`src/rtl/alu_fifo_out_if.sv`:
```
// Bundle of the write, read and status signals between the ALU output control
// unit / host (master) and the result FIFO (slave).
interface alu_fifo_out_if #(
  parameter int FIFO_OUT_WIDTH = 40,
  parameter int ADDR_W         = 3
);
  logic                      w_en_out;
  logic [FIFO_OUT_WIDTH-1:0] fifo_res;
  logic                      ready_f_res;
  logic                      res_valid;
  logic [FIFO_OUT_WIDTH-1:0] res_data;
  logic                      res_ready;
  logic [ADDR_W:0]           count;
  logic                      almost_full;
  logic                      overflow_err;
  logic                      underflow_err;
  logic                      clear_err;

  modport master (
    output w_en_out, fifo_res, res_ready, clear_err,
    input  ready_f_res, res_valid, res_data, count, almost_full,
           overflow_err, underflow_err
  );

  modport slave (
    input  w_en_out, fifo_res, res_ready, clear_err,
    output ready_f_res, res_valid, res_data, count, almost_full,
           overflow_err, underflow_err
  );
endinterface

```
`src/rtl/alu_fifo_out.sv`:
```
// Result FIFO behind the ALU output control unit. Stores {ID, result} words and
// presents the oldest one on a first-word-fall-through valid/ready read port,
// with occupancy, almost-full and sticky overflow/underflow status.
module alu_fifo_out #(
  parameter int FIFO_OUT_WIDTH = 40,
  parameter int DEPTH          = 8,
  parameter int ADDR_W         = 3,
  parameter int AFULL_THRESH   = 6
) (
  input logic           clk,
  input logic           rst,
  alu_fifo_out_if.slave bus
);

  localparam logic [ADDR_W:0]   FULL_CNT = (ADDR_W + 1)'(DEPTH);
  localparam logic [ADDR_W:0]   AF_CNT   = (ADDR_W + 1)'(AFULL_THRESH);
  localparam logic [ADDR_W:0]   CNT_ONE  = (ADDR_W + 1)'(1);
  localparam logic [ADDR_W-1:0] PTR_ONE  = ADDR_W'(1);

  logic [FIFO_OUT_WIDTH-1:0] mem [DEPTH];

  logic [ADDR_W-1:0] wr_ptr_reg, wr_ptr_next;
  logic [ADDR_W-1:0] rd_ptr_reg, rd_ptr_next;
  logic [ADDR_W:0]   count_reg, count_next;
  logic              overflow_reg, overflow_next;
  logic              underflow_reg, underflow_next;

  logic full;
  logic empty;
  logic push;
  logic pop;

  // Status decoded purely from registered occupancy, so ready_f_res never
  // depends combinationally on the handshake inputs.
  assign full  = (count_reg == FULL_CNT);
  assign empty = (count_reg == '0);
  assign push  = bus.w_en_out & ~full;
  assign pop   = bus.res_ready & ~empty;

  assign bus.ready_f_res   = ~full;
  assign bus.res_valid     = ~empty;
  assign bus.res_data      = empty ? '0 : mem[rd_ptr_reg];
  assign bus.count         = count_reg;
  assign bus.almost_full   = (count_reg >= AF_CNT);
  assign bus.overflow_err  = overflow_reg;
  assign bus.underflow_err = underflow_reg;

  // Next-state for pointers, occupancy and sticky flags; a set event beats clear.
  always_comb begin
    wr_ptr_next    = wr_ptr_reg;
    rd_ptr_next    = rd_ptr_reg;
    count_next     = count_reg;
    overflow_next  = overflow_reg;
    underflow_next = underflow_reg;

    if (push) wr_ptr_next = wr_ptr_reg + PTR_ONE;
    if (pop)  rd_ptr_next = rd_ptr_reg + PTR_ONE;

    if (push && !pop)      count_next = count_reg + CNT_ONE;
    else if (pop && !push) count_next = count_reg - CNT_ONE;

    if (bus.clear_err) begin
      overflow_next  = 1'b0;
      underflow_next = 1'b0;
    end
    if (bus.w_en_out && full)   overflow_next  = 1'b1;
    if (bus.res_ready && empty) underflow_next = 1'b1;
  end

  // Control state register with synchronous reset; stored words are discarded
  // simply by zeroing the pointers and occupancy.
  always_ff @(posedge clk) begin
    if (rst) begin
      wr_ptr_reg    <= '0;
      rd_ptr_reg    <= '0;
      count_reg     <= '0;
      overflow_reg  <= 1'b0;
      underflow_reg <= 1'b0;
    end else begin
      wr_ptr_reg    <= wr_ptr_next;
      rd_ptr_reg    <= rd_ptr_next;
      count_reg     <= count_next;
      overflow_reg  <= overflow_next;
      underflow_reg <= underflow_next;
    end
  end

  // Storage array; only written on an accepted push and never reset. The read
  // is asynchronous so a word is visible the cycle after it is written.
  always_ff @(posedge clk) begin
    if (push && !rst) mem[wr_ptr_reg] <= bus.fifo_res;
  end

endmodule

```
`src/flat_wrapper.sv`:
```
// flat-port wrapper written by rule: the top's interface ports become plain ports
module alu_fifo_out_flat 
#(
  parameter int FIFO_OUT_WIDTH = 40,
  parameter int DEPTH          = 8,
  parameter int ADDR_W         = 3,
  parameter int AFULL_THRESH   = 6
)
  (clk, rst, bus_w_en_out, bus_fifo_res, bus_res_ready, bus_clear_err, bus_ready_f_res, bus_res_valid, bus_res_data, bus_count, bus_almost_full, bus_overflow_err, bus_underflow_err);
  alu_fifo_out_if #(.FIFO_OUT_WIDTH(FIFO_OUT_WIDTH), .ADDR_W(ADDR_W)) bus_i ();
  input logic clk;
  input logic rst;
  input wire logic [$bits(bus_i.w_en_out)-1:0] bus_w_en_out;
  input wire logic [$bits(bus_i.fifo_res)-1:0] bus_fifo_res;
  input wire logic [$bits(bus_i.res_ready)-1:0] bus_res_ready;
  input wire logic [$bits(bus_i.clear_err)-1:0] bus_clear_err;
  output wire logic [$bits(bus_i.ready_f_res)-1:0] bus_ready_f_res;
  output wire logic [$bits(bus_i.res_valid)-1:0] bus_res_valid;
  output wire logic [$bits(bus_i.res_data)-1:0] bus_res_data;
  output wire logic [$bits(bus_i.count)-1:0] bus_count;
  output wire logic [$bits(bus_i.almost_full)-1:0] bus_almost_full;
  output wire logic [$bits(bus_i.overflow_err)-1:0] bus_overflow_err;
  output wire logic [$bits(bus_i.underflow_err)-1:0] bus_underflow_err;
  assign bus_i.w_en_out = bus_w_en_out;
  assign bus_i.fifo_res = bus_fifo_res;
  assign bus_i.res_ready = bus_res_ready;
  assign bus_i.clear_err = bus_clear_err;
  assign bus_ready_f_res = bus_i.ready_f_res;
  assign bus_res_valid = bus_i.res_valid;
  assign bus_res_data = bus_i.res_data;
  assign bus_count = bus_i.count;
  assign bus_almost_full = bus_i.almost_full;
  assign bus_overflow_err = bus_i.overflow_err;
  assign bus_underflow_err = bus_i.underflow_err;
  alu_fifo_out #(.FIFO_OUT_WIDTH(FIFO_OUT_WIDTH), .DEPTH(DEPTH), .ADDR_W(ADDR_W), .AFULL_THRESH(AFULL_THRESH)) u_core (.clk(clk), .rst(rst), .bus(bus_i));
endmodule
```
`config.mk`:
```
export PLATFORM = sky130hd
export DESIGN_NAME = alu_fifo_out_flat
export DESIGN_NICKNAME = d
export VERILOG_FILES = /design/src/rtl/alu_fifo_out_if.sv /design/src/rtl/alu_fifo_out.sv /design/src/flat_wrapper.sv
export SDC_FILE = /design/constraint.sdc
export NUM_CORES = 1
export LEC_CHECK = 0
export CAP_MARGIN = 15
export CORE_UTILIZATION = 60
export CTS_CLUSTER_SIZE = 40
export DETAILED_ROUTE_END_ITERATION = 6
export HOLD_SLACK_MARGIN = 0.08
export PLACE_DENSITY = 0.82
export SYNTH_ARGS = -nofsm -noshare
export SYNTH_HDL_FRONTEND = slang
export SYNTH_SLANG_ARGS = --single-unit
```
`constraint.sdc`:
```
create_clock -name clk -period 6.9 [get_ports clk]
set_input_delay 1.035 -clock clk [delete_from_list [all_inputs] [get_ports clk]]
set_output_delay 1.035 -clock clk [all_outputs]
set_load 0.005 [all_outputs]
```
==> metrics.md, run 1 <==
| Metric | Value |
|---|---|
| Grt total ovfl | `0` |
| DRT Pass-1 Iters | `4` |
| Top layer in use | `met5` |
| Post-synthesis cell type count | `34` |
| Primary FF master, synth | `edfxtp_1` |
| Top post-synthesis cells by count | `320 x edfxtp_1, 80 x mux4_2, 56 x nor2_1` |
| Starting Density | `61.34%` |
| Mapped Area | `12890 um2` |
| Status | `finished clean` |
| Part of the power in combinational logic | `24.4%` |
| Worst skew pair latency | `around 520 ps` |
| Clock root cell | `clkbuf_16` |
| Hold Buf Count CTS | `0` |
| Yosys top cell by area | `edfxtp_1` |
| Syn_area_per_cell | `21.82 um2` |
| Post-synthesis async set-or-reset flop share | `0%` |
| Chip height | `148.6 um` |
| Cell chain of the critical path | `buf_4 -> mux4_2 -> mux2i_1 -> nor2_1 -> clkdlybuf4s50_1` |
| Max Cap Violations | `0` |
| Crit. End Element | `output port` |
| Final Hold Violating Endpoints | `0` |
| Worst-path clk slew | `60 ps` |
| Clock Power Share | `32.2%` |
| Vias | `6142` |
| TNS Setup | `0 ps` |
| Via/cell ratio | `between 6 and 7` |
| P&R area growth vs syn | `18.23%` |
| Global-route wire length before repair | `38790 um` |
| Fmax | `217.3 MHz` |
| Final setup vio count | `0` |
| Max FFs per register | `320` |
| Die ar. | `22080 um2` |
| Met1 wire length | `10270 um` |
| Routed Antenna Nets | `0` |
| Input/output buffers | `93` |
| Post-synth EDFFs | `320` |
| Required @ worst endpoint | `a little under 6000 ps` |
| Post-CTS Resized | `0` |
| Depth of the worst register-to-register path | `11` |
| Tcrit/Tclk final | `66.70%` |
| Leakage | `4.758 nW` |
| Final Critical Period | `4602 ps` |
| DR WL met3 | `around 1600 um` |
| Top post-synthesis cells by area | `edfxtp_1 75%, mux4_2 14%, mux2i_1 3.3%` |
| Slew @ Worst Pin | `1165 ps` |
| Antenna diode count | `0` |
| Worst endpoint data arrival time | `between 3000 and 4000 ps` |
| Drt total wl | `25460 um` |
| Initial antenna violation count | `1` |
| #FFs+latches synth | `335` |
| CTS Sinks | `335` |
| Largest net degree at the start of global routing | `81` |
| Metal2 WL | `13190 um` |
| Core ar. | `21020 um2` |
| GRT Total Usage | `24.43%` |
| Worst r2r dst | `u_core.bus.count[3]` |
| Core Rows | `53` |
| Sw power | `1.468 mW` |
| HP Start | `u_core.rd_ptr_reg[1]` |
| Hold Path Class | `register to register` |
| Unrepaired setup endpoints after global routing | `false` |
| Critical-path top delay cell | `dfxtp_4` |
| Hpwl dp | `roughly 14000 um` |
| Sw frac | `25.75%` |
| Synth top area share | `74.52%` |
| Syn Inst Count | `a little under 600` |
| CTS tree | `done` |
| Ports | `94` |
| R2R Path Start | `u_core.bus.count[0]` |
| Worst setup path class | `register to output port` |
| Reg power frac | `between 40% and 50%` |
| Max-slew headroom | `22.36%` |
| Die Wd | `148.6 um` |
| Fraction of layout cells with a size suffix above 1 | `between 20% and 30%` |
| Tot Pwr | `around 5.7 mW` |
| Max-slew violation count | `0` |
| Htree depth | `2` |
| Most common cell in the netlist | `edfxtp_1` |
| Sequential element share of the synthesized area | `76.85%` |
| Pint | `about 4.2 mW` |
| Worst VDD drop | `between 200 and 300 uV` |
| Post-CTS Setup Bufs | `0` |
| # DRC | `0` |
| Starting DRT DRC Count | `between 500 and 600` |
| Clk buf depth | `3` |
| CTS Buf Count | `34` |
| Final Skew | `20.53 ps` |
| Crit start category | `register` |
| Critical Path Max Stage Delay | `950 ps` |
| Wire length per cell | `25.44 um` |
| Yosys synthesis warning count | `0` |
| Syn_nets | `642` |
| Maximum fanout along the worst path | `46` |
| Final Wtd Congestion | `0.7534` |
| Vias in the first global route | `about 6600` |
| Hold path depth | `2` |
| Final Net Count | `around 750` |
| Pwr per Cell Area | `373.9 nW/um2` |
| Flop2flop setup slack | `about 3200 ps` |
[layout by cell type, fill, tap and decap left out, types with 6 or more instances in the layout]
cell / netlist / final
buf_4: 0 / 10
clkbuf_1: 3 / 6
clkbuf_16: 0 / 37
clkdlybuf4s50_1: 0 / 93
clkinv_2: 0 / 9
dfxtp_1: 15 / 12
edfxtp_1: 320 / 320
mux2i_1: 42 / 42
mux4_2: 80 / 80
nor2_1: 56 / 52
[power groups by stage]
stage	Sequential, mW	Clock [mW]	Combinational [mW]
after floorplan	2.39	0	0.905
after global placement	2.51	0	1.36
after detailed placement	2.52	0	1.40
after CTS	2.48	1.86	1.42
after global routing	2.50	1.94	1.50
final	2.47	1.83	1.39
[worst max path at each step]
stage	from	endpoint	slack, ps	depth (start not counted)
detailed placement	register	bus_res_data[36]	2740	5
global placement	register	bus_res_data[11]	2810	5
CTS	register	bus_res_data[37]	2160	5
global route	register	bus_res_data[36]	2020	5
finish	register	bus_res_data[37]	2300	5
floorplan	rst	u_core.mem[0][0]	2300	2
[cells by family after synthesis]
group / after synthesis / share of synthesized area [%]
adder cells (fa/ha/maj): 6 / 0.6404
flip-flops: 335 / 76.85
AND/OR/NAND/NOR: 79 / 2.717
XOR/XNOR: 4 / 0.3300
buffers and inverters: 34 / 1.659
AO/OA/AOI/OAI: 10 / 0.4852
multiplexers: 123 / 17.32
[final cells by class]
cell class | count | area [um2]
clock buffer | 45 | 975.9
fill | 1164 | 5776
inverter | 5 | 18.77
multi-input combinational | 222 | 2830
sequential | 335 | 9921
timing repair buffer | 103 | 1006
tap | 275 | 344.1
clock inverter | 16 | 150.1
[metal layers]
metal / global-route usage [%] / vias up
li1: - / 2642
met1: 32.64 / 3249
met2: 41.29 / 216
met3: 5.000 / 33
met4: 6.753 / 2
met5: 0 / -
[stage by stage]
step           setup slack, ps  utilization, %  area (um2)  hold WS (ps)  instances
6_report                  2298           72.53       15250         487.5       1001
5_1_grt                   2017           72.53       15250         517.6       1001
3_5_place_dp              2745           67.17       14120         485.0        940
2_1_floorplan             2299               -       12890         454.1        591
3_3_place_gp              2809           67.17       14120         455.3        940
4_1_cts                   2163           72.53       15250         494.4       1001
[critical path, delay by kind of cell, from the launching register on]
kind	cells	cell delay, ps
DFF	1	950
muxes	2	810
buffers and inverters	2	1170
and+or+nand+nor	1	90
Power figures use the tool's default switching activity.
==> inputs of run 2 (changes only) <==
Settings changed: CORE_UTILIZATION 60 to 52, PLACE_DENSITY 0.82 to 0.76.
Clock period 6.9 ns to 3.9 ns, I/O delays scaled along.
==> metrics.md, run 2 (synthesis gave the netlist of run 1 again) <==
| Metric | Value |
|---|---|
| Slew @ Worst Pin | `888.1 ps (was 1165 ps)` |
| Core Rows | `57 (was 53)` |
| Core ar. | `24320 um2 (was 21020 um2)` |
| Final Critical Period | `~3400 ps` |
| Vias | `6128 (was 6142)` |
| Status | `finished clean (unchanged)` |
| Hpwl dp | `14120 um (was 13590 um)` |
| Worst endpoint data arrival time | `2840 ps (was 3570 ps)` |
| Wire length per cell | `23.12 um (was 25.44 um)` |
| Via/cell ratio | `5.776 (was 6.136)` |
| Max-slew headroom | `40.80% (was 22.36%)` |
| # DRC | `0 (unchanged)` |
| Vias in the first global route | `6537 (was 6603)` |
| Routed Antenna Nets | `0 (unchanged)` |
| Drt total wl | `24530 um (was 25460 um)` |
| Crit start category | `register (unchanged)` |
| Chip height | `159.5 um (was 148.6 um)` |
| Input/output buffers | `93 (unchanged)` |
| Clock root cell | `clkbuf_16 (unchanged)` |
| Hold Path Class | `register to register (unchanged)` |
| Most frequent cells in the layout | `320 x edfxtp_1, 93 x clkdlybuf4s50_1, 80 x mux4_2 (unchanged)` |
| Ports | `94 (unchanged)` |
| Max Cap Violations | `0 (unchanged)` |
| Starting DRT DRC Count | `483 (was 526)` |
| Fmax | `292.0 MHz` |
| Htree depth | `1 (was 2)` |
| Global-route wire length before repair | `38160 um (was 38790 um)` |
| Final Net Count | `761 (was 752)` |
| Post-CTS Resized | `0 (unchanged)` |
| Worst setup path class | `register to output port (unchanged)` |
| Final Skew | `8.369 ps (was 20.53 ps)` |
| CTS tree | `done (unchanged)` |
| CTS Buf Count | `31 (was 34)` |
| Largest net degree at the start of global routing | `47 (was 81)` |
| Die ar. | `25430 um2 (was 22080 um2)` |
| Worst-path clk slew | `60 ps (about the same)` |
| Final setup vio count | `0 (unchanged)` |
| Tcrit/Tclk final | `87.82%` |
| Grt total ovfl | `0 (unchanged)` |
| P&R area growth vs syn | `19.39% (was 18.23%)` |
| Final Hold Violating Endpoints | `0 (unchanged)` |
| Hold Buf Count CTS | `0 (unchanged)` |
| Max-slew violation count | `0 (unchanged)` |
| Most common cell after layout, fill and taps aside | `edfxtp_1 (unchanged)` |
| CTS Sinks | `335 (unchanged)` |
| GRT Total Usage | `20.02% (was 24.43%)` |
| Max FFs per register | `320 (unchanged)` |
| Unrepaired setup endpoints after global routing | `false (unchanged)` |
| Leakage | `4.776 nW (was 4.758 nW)` |
| Fraction of layout cells with a size suffix above 1 | `23.13% (was 22.45%)` |
| Pwr per Cell Area | `644.3 nW/um2 (was 373.9 nW/um2)` |
| Final Wtd Congestion | `0.6874 (was 0.7534)` |
| Starting Density | `53.02% (was 61.34%)` |
| DRT Pass-1 Iters | `4 (unchanged)` |
| Required @ worst endpoint | `3310 ps (was 5860 ps)` |
| Clk buf depth | `3 (unchanged)` |
| Placed cell count | `1001 (was 940)` |
| Maximum fanout along the worst path | `46 (unchanged)` |
| Final non-filler cell total | `1061 (was 1001)` |
| Post-CTS Setup Bufs | `0 (unchanged)` |
| Die Wd | `159.5 um (was 148.6 um)` |
| Crit. End Element | `output port (unchanged)` |
| Worst skew pair latency | `550 ps (was 520 ps)` |
| Worst VDD drop | `594.3 uV (was 290.1 uV)` |
| Tot Pwr | `9.920 mW (was 5.700 mW)` |
| Initial antenna violation count | `2 (was 1)` |
run 2: routing by layer:
layer  vias to the layer above  track usage [%]  routed length (um)
li1                       2663                -                   -
met1                      3241            26.77                9999
met2                       190            34.46               12770
met3                        34            3.464                1386
met5                         -                0                   0
met4                         0            4.851                 378
run 2: final cells by class:
class / count / area [um2]
multi-input cells: 222 / 2843
repair buffers: 115 / 1159
clock buffers: 33 / 783.3
well taps: 324 / 405.4
inverters: 5 / 18.77
fillers: 1578 / 8925
clock inverters: 25 / 260.3
flip-flops and latches: 335 / 9921
diodes: 2 / 5.005
run 2: critical path: stages, from the launching register on:
cell	delay (ps)
dfxtp_4	570
buf_12	380
mux4_2	540
mux2i_1	240
nor2_1	70
clkdlybuf4s50_1	460
run 2: final timing paths:
kind                        start                  end  slack (ps)  cells past startpoint
max                      register     bus_res_data[20]         470                      5
min          u_core.rd_ptr_reg[1]             register         490                      2
max reg2reg   u_core.bus.count[0]  u_core.bus.count[3]        1080                     10
min reg2reg  u_core.rd_ptr_reg[1]             register         490                      2
run 2: power by group:
part | leakage (nW) | internal (mW) | switching, mW | total [mW]
logic | 1.26 | 1.48 | 1.13 | 2.61
registers | 3.01 | 4.08 | 0.184 | 4.26
clock network | 0.500 | 1.79 | 1.26 | 3.04
total | 4.78 | 7.35 | 2.57 | 9.92
run 2: per-stage QoR:
step	setup TNS, ps	hold WS [ps]	utilization [%]	instance area, um2	worst slack [ps]
after floorplan	-20310	454.1	-	12900	-253.9
after global placement	0	458.5	58.99	14350	978.4
after detailed placement	0	474.2	58.99	14350	971.3
after CTS	0	484.1	63.28	15390	373.2
after global routing	0	532.5	63.29	15390	276.9
final	0	485.4	63.30	15390	475.0
==> inputs of run 3 (changes only) <==
Settings changed: CORE_UTILIZATION 52 to 57, CTS_CLUSTER_DIAMETER from default to 100, DONT_BUFFER_PORTS from default to 1.
==> metrics.md, run 3 (synthesis gave the netlist of run 1 again) <==
| Metric | Value |
|---|---|
| Failing checks | `design-rule violations` |
| CTS Sinks | `335 (unchanged)` |
| Die ar. | `23230 um2 (was 25430 um2)` |
| Post-CTS Setup Bufs | `0 (unchanged)` |
| TNS Setup | `0 ps (unchanged)` |
| Worst min-delay path endpoint | `u_core.bus.overflow_err` |
| Global-route wire length before repair | `34510 um (was 38160 um)` |
| Flop2flop setup slack | `1090 ps (was 1080 ps)` |
| # DRC | `6 (was 0)` |
| Core Rows | `54 (was 57)` |
| Leakage | `4.057 nW (was 4.776 nW)` |
| Drt total wl | `22500 um (was 24530 um)` |
| Final Hold Violating Endpoints | `0 (unchanged)` |
| Vias | `5490 (was 6128)` |
| Input/output buffers | `0 (was 93)` |
| Grt total ovfl | `0 (unchanged)` |
| Depth of the worst register-to-register path | `10 (unchanged)` |
| Post-CTS Resized | `0 (unchanged)` |
| Final Net Count | `641 (was 761)` |
| R2R Path Start | `u_core.bus.count[0] (unchanged)` |
| Largest net degree at the start of global routing | `42 (was 47)` |
| Final Skew | `23.48 ps (was 8.369 ps)` |
| Worst r2r dst | `u_core.bus.count[3] (unchanged)` |
| Max Cap Violations | `0 (unchanged)` |
| Tcrit/Tclk final | `79.03% (was 87.82%)` |
| Wire length per cell | `25.74 um (was 23.12 um)` |
| Starting DRT DRC Count | `345 (was 483)` |
| DRT Pass-1 Iters | `6 (was 4)` |
| Fmax | `324.5 MHz (was 292.0 MHz)` |
| Core ar. | `22030 um2 (was 24320 um2)` |
| Max-slew violation count | `0 (unchanged)` |
| Routed Antenna Nets | `0 (unchanged)` |
| Unrepaired setup endpoints after global routing | `false (unchanged)` |
| Starting Density | `58.54% (was 53.02%)` |
| Most frequent cells in the layout | `320 x edfxtp_1, 80 x mux4_2, 52 x nor2_1 (was 320 x edfxtp_1, 93 x clkdlybuf4s50_1, 80 x mux4_2)` |
| Required @ worst endpoint | `3310 ps (about the same)` |
| Slew @ Worst Pin | `910.3 ps (was 888.1 ps)` |
| Crit. End Element | `output port (unchanged)` |
| Chip height | `152.4 um (was 159.5 um)` |
| Worst VDD drop | `860.5 uV (was 594.3 uV)` |
| Fraction of layout cells with a size suffix above 1 | `22.05% (was 23.13%)` |
| GRT Total Usage | `19.98% (was 20.02%)` |
| Worst-path clk slew | `140 ps (was 60 ps)` |
| Final Critical Period | `3082 ps (was 3425 ps)` |
| Initial antenna violation count | `0 (was 2)` |
| Pwr per Cell Area | `563.7 nW/um2 (was 644.3 nW/um2)` |
| Maximum fanout along the worst path | `22 (was 46)` |
| Worst hold slack | `128.6 ps (was 485.4 ps)` |
| Crit start category | `register (unchanged)` |
| Antenna diode count | `0 (was 2)` |
| Clock root cell | `clkbuf_16 (unchanged)` |
| Final setup vio count | `0 (unchanged)` |
| Max FFs per register | `320 (unchanged)` |
| CTS tree | `done (unchanged)` |
| Worst endpoint data arrival time | `2500 ps (was 2840 ps)` |
| Hold path depth | `1 (was 2)` |
| Hold Buf Count CTS | `0 (unchanged)` |
| Htree depth | `1 (unchanged)` |
| CTS Buf Count | `12 (was 31)` |
| Vias in the first global route | `5936 (was 6537)` |
| Ports | `94 (unchanged)` |
| Final Wtd Congestion | `0.6934 (was 0.6874)` |
| Worst setup path class | `register to output port (unchanged)` |
| Hold Path Class | `input port to register (was register to register)` |
| Worst skew pair latency | `500 ps (was 550 ps)` |
| P&R area growth vs syn | `6.007% (was 19.39%)` |
| Most common cell after layout, fill and taps aside | `edfxtp_1 (unchanged)` |
| HP Start | `rst (was u_core.rd_ptr_reg[1])` |
| Clk buf depth | `3 (unchanged)` |
| Die Wd | `152.4 um (was 159.5 um)` |
| Hpwl dp | `12820 um (was 14120 um)` |
| Via/cell ratio | `6.281 (was 5.776)` |
| Status | `finished, violations left (was finished clean)` |
| Max-slew headroom | `39.32% (was 40.80%)` |
[run 3: changes by cell type in the layout (fill, tap and decap cells not counted), moves of 3 or more]
cell	change
buf_4	-8
clkbuf_16	-18
clkdlybuf4s50_1	-93
clkinvlp_4	-3
clkinv_1	-10
clkinv_2	-3
bufinv_16	-5
[run 3: area by class of cell]
cell class | count | area, um2
clock inverters | 2 | 32.53
clock buffers | 16 | 336.6
fillers | 1465 | 8357
flip-flops and latches | 335 | 9921
inverters | 5 | 18.77
repair buffers | 14 | 167.7
well taps | 280 | 350.3
multi-input cells | 222 | 2843
[run 3: power by group]
group,switching [mW],total (mW),internal (mW)
registers,0.186,4.26,4.08
clock network,0.985,1.62,0.635
logic,0.960,1.82,0.862
[run 3: per-stage QoR]
stage                     std cells  area (um2)  utilization [%]  total power, mW  worst slack (ps)
after CTS                       874       13670            62.06            7.779             742.1
after floorplan                 591       12900                -            5.821            -253.9
final                           874       13670            62.06            7.706             818.0
after global routing            874       13670            62.06            8.022             615.8
after detailed placement        856       13300            60.38            6.214              1129
after global placement          856       13300            60.38            6.153              1231
[run 3: worst max-delay path by stage]
stage	startpoint	endpoint	slack [ps]	depth (start not counted)
after floorplan	u_core.bus.count[1]	u_core.mem[1][0]	-250	5
after global placement	u_core.bus.count[0]	u_core.bus.count[3]	1230	10
after detailed placement	u_core.bus.count[0]	u_core.bus.count[3]	1130	10
after CTS	register	bus_res_data[6]	740	4
after global routing	register	bus_res_data[23]	620	4
final	register	bus_res_data[23]	820	4
[run 3: metal layers]
layer | share of wire (%) | global-route usage (%) | vias up | wire (um)
met1 | 42 | 27.45 | 2914 | 9435
li1 | - | - | 2390 | -
met2 | 50 | 33.51 | 161 | 11240
met3 | 6.8 | 4.152 | 25 | 1519
met4 | 1.4 | 4.521 | 0 | 305
met5 | 0 | 0 | - | 0
[run 3: worst max-delay path, cell delays in order (launching register included)]
cell and delay [ps]:
dfxtp_4 650, buf_4 490, mux4_2 560, mux2i_1 170, nor2_1 110
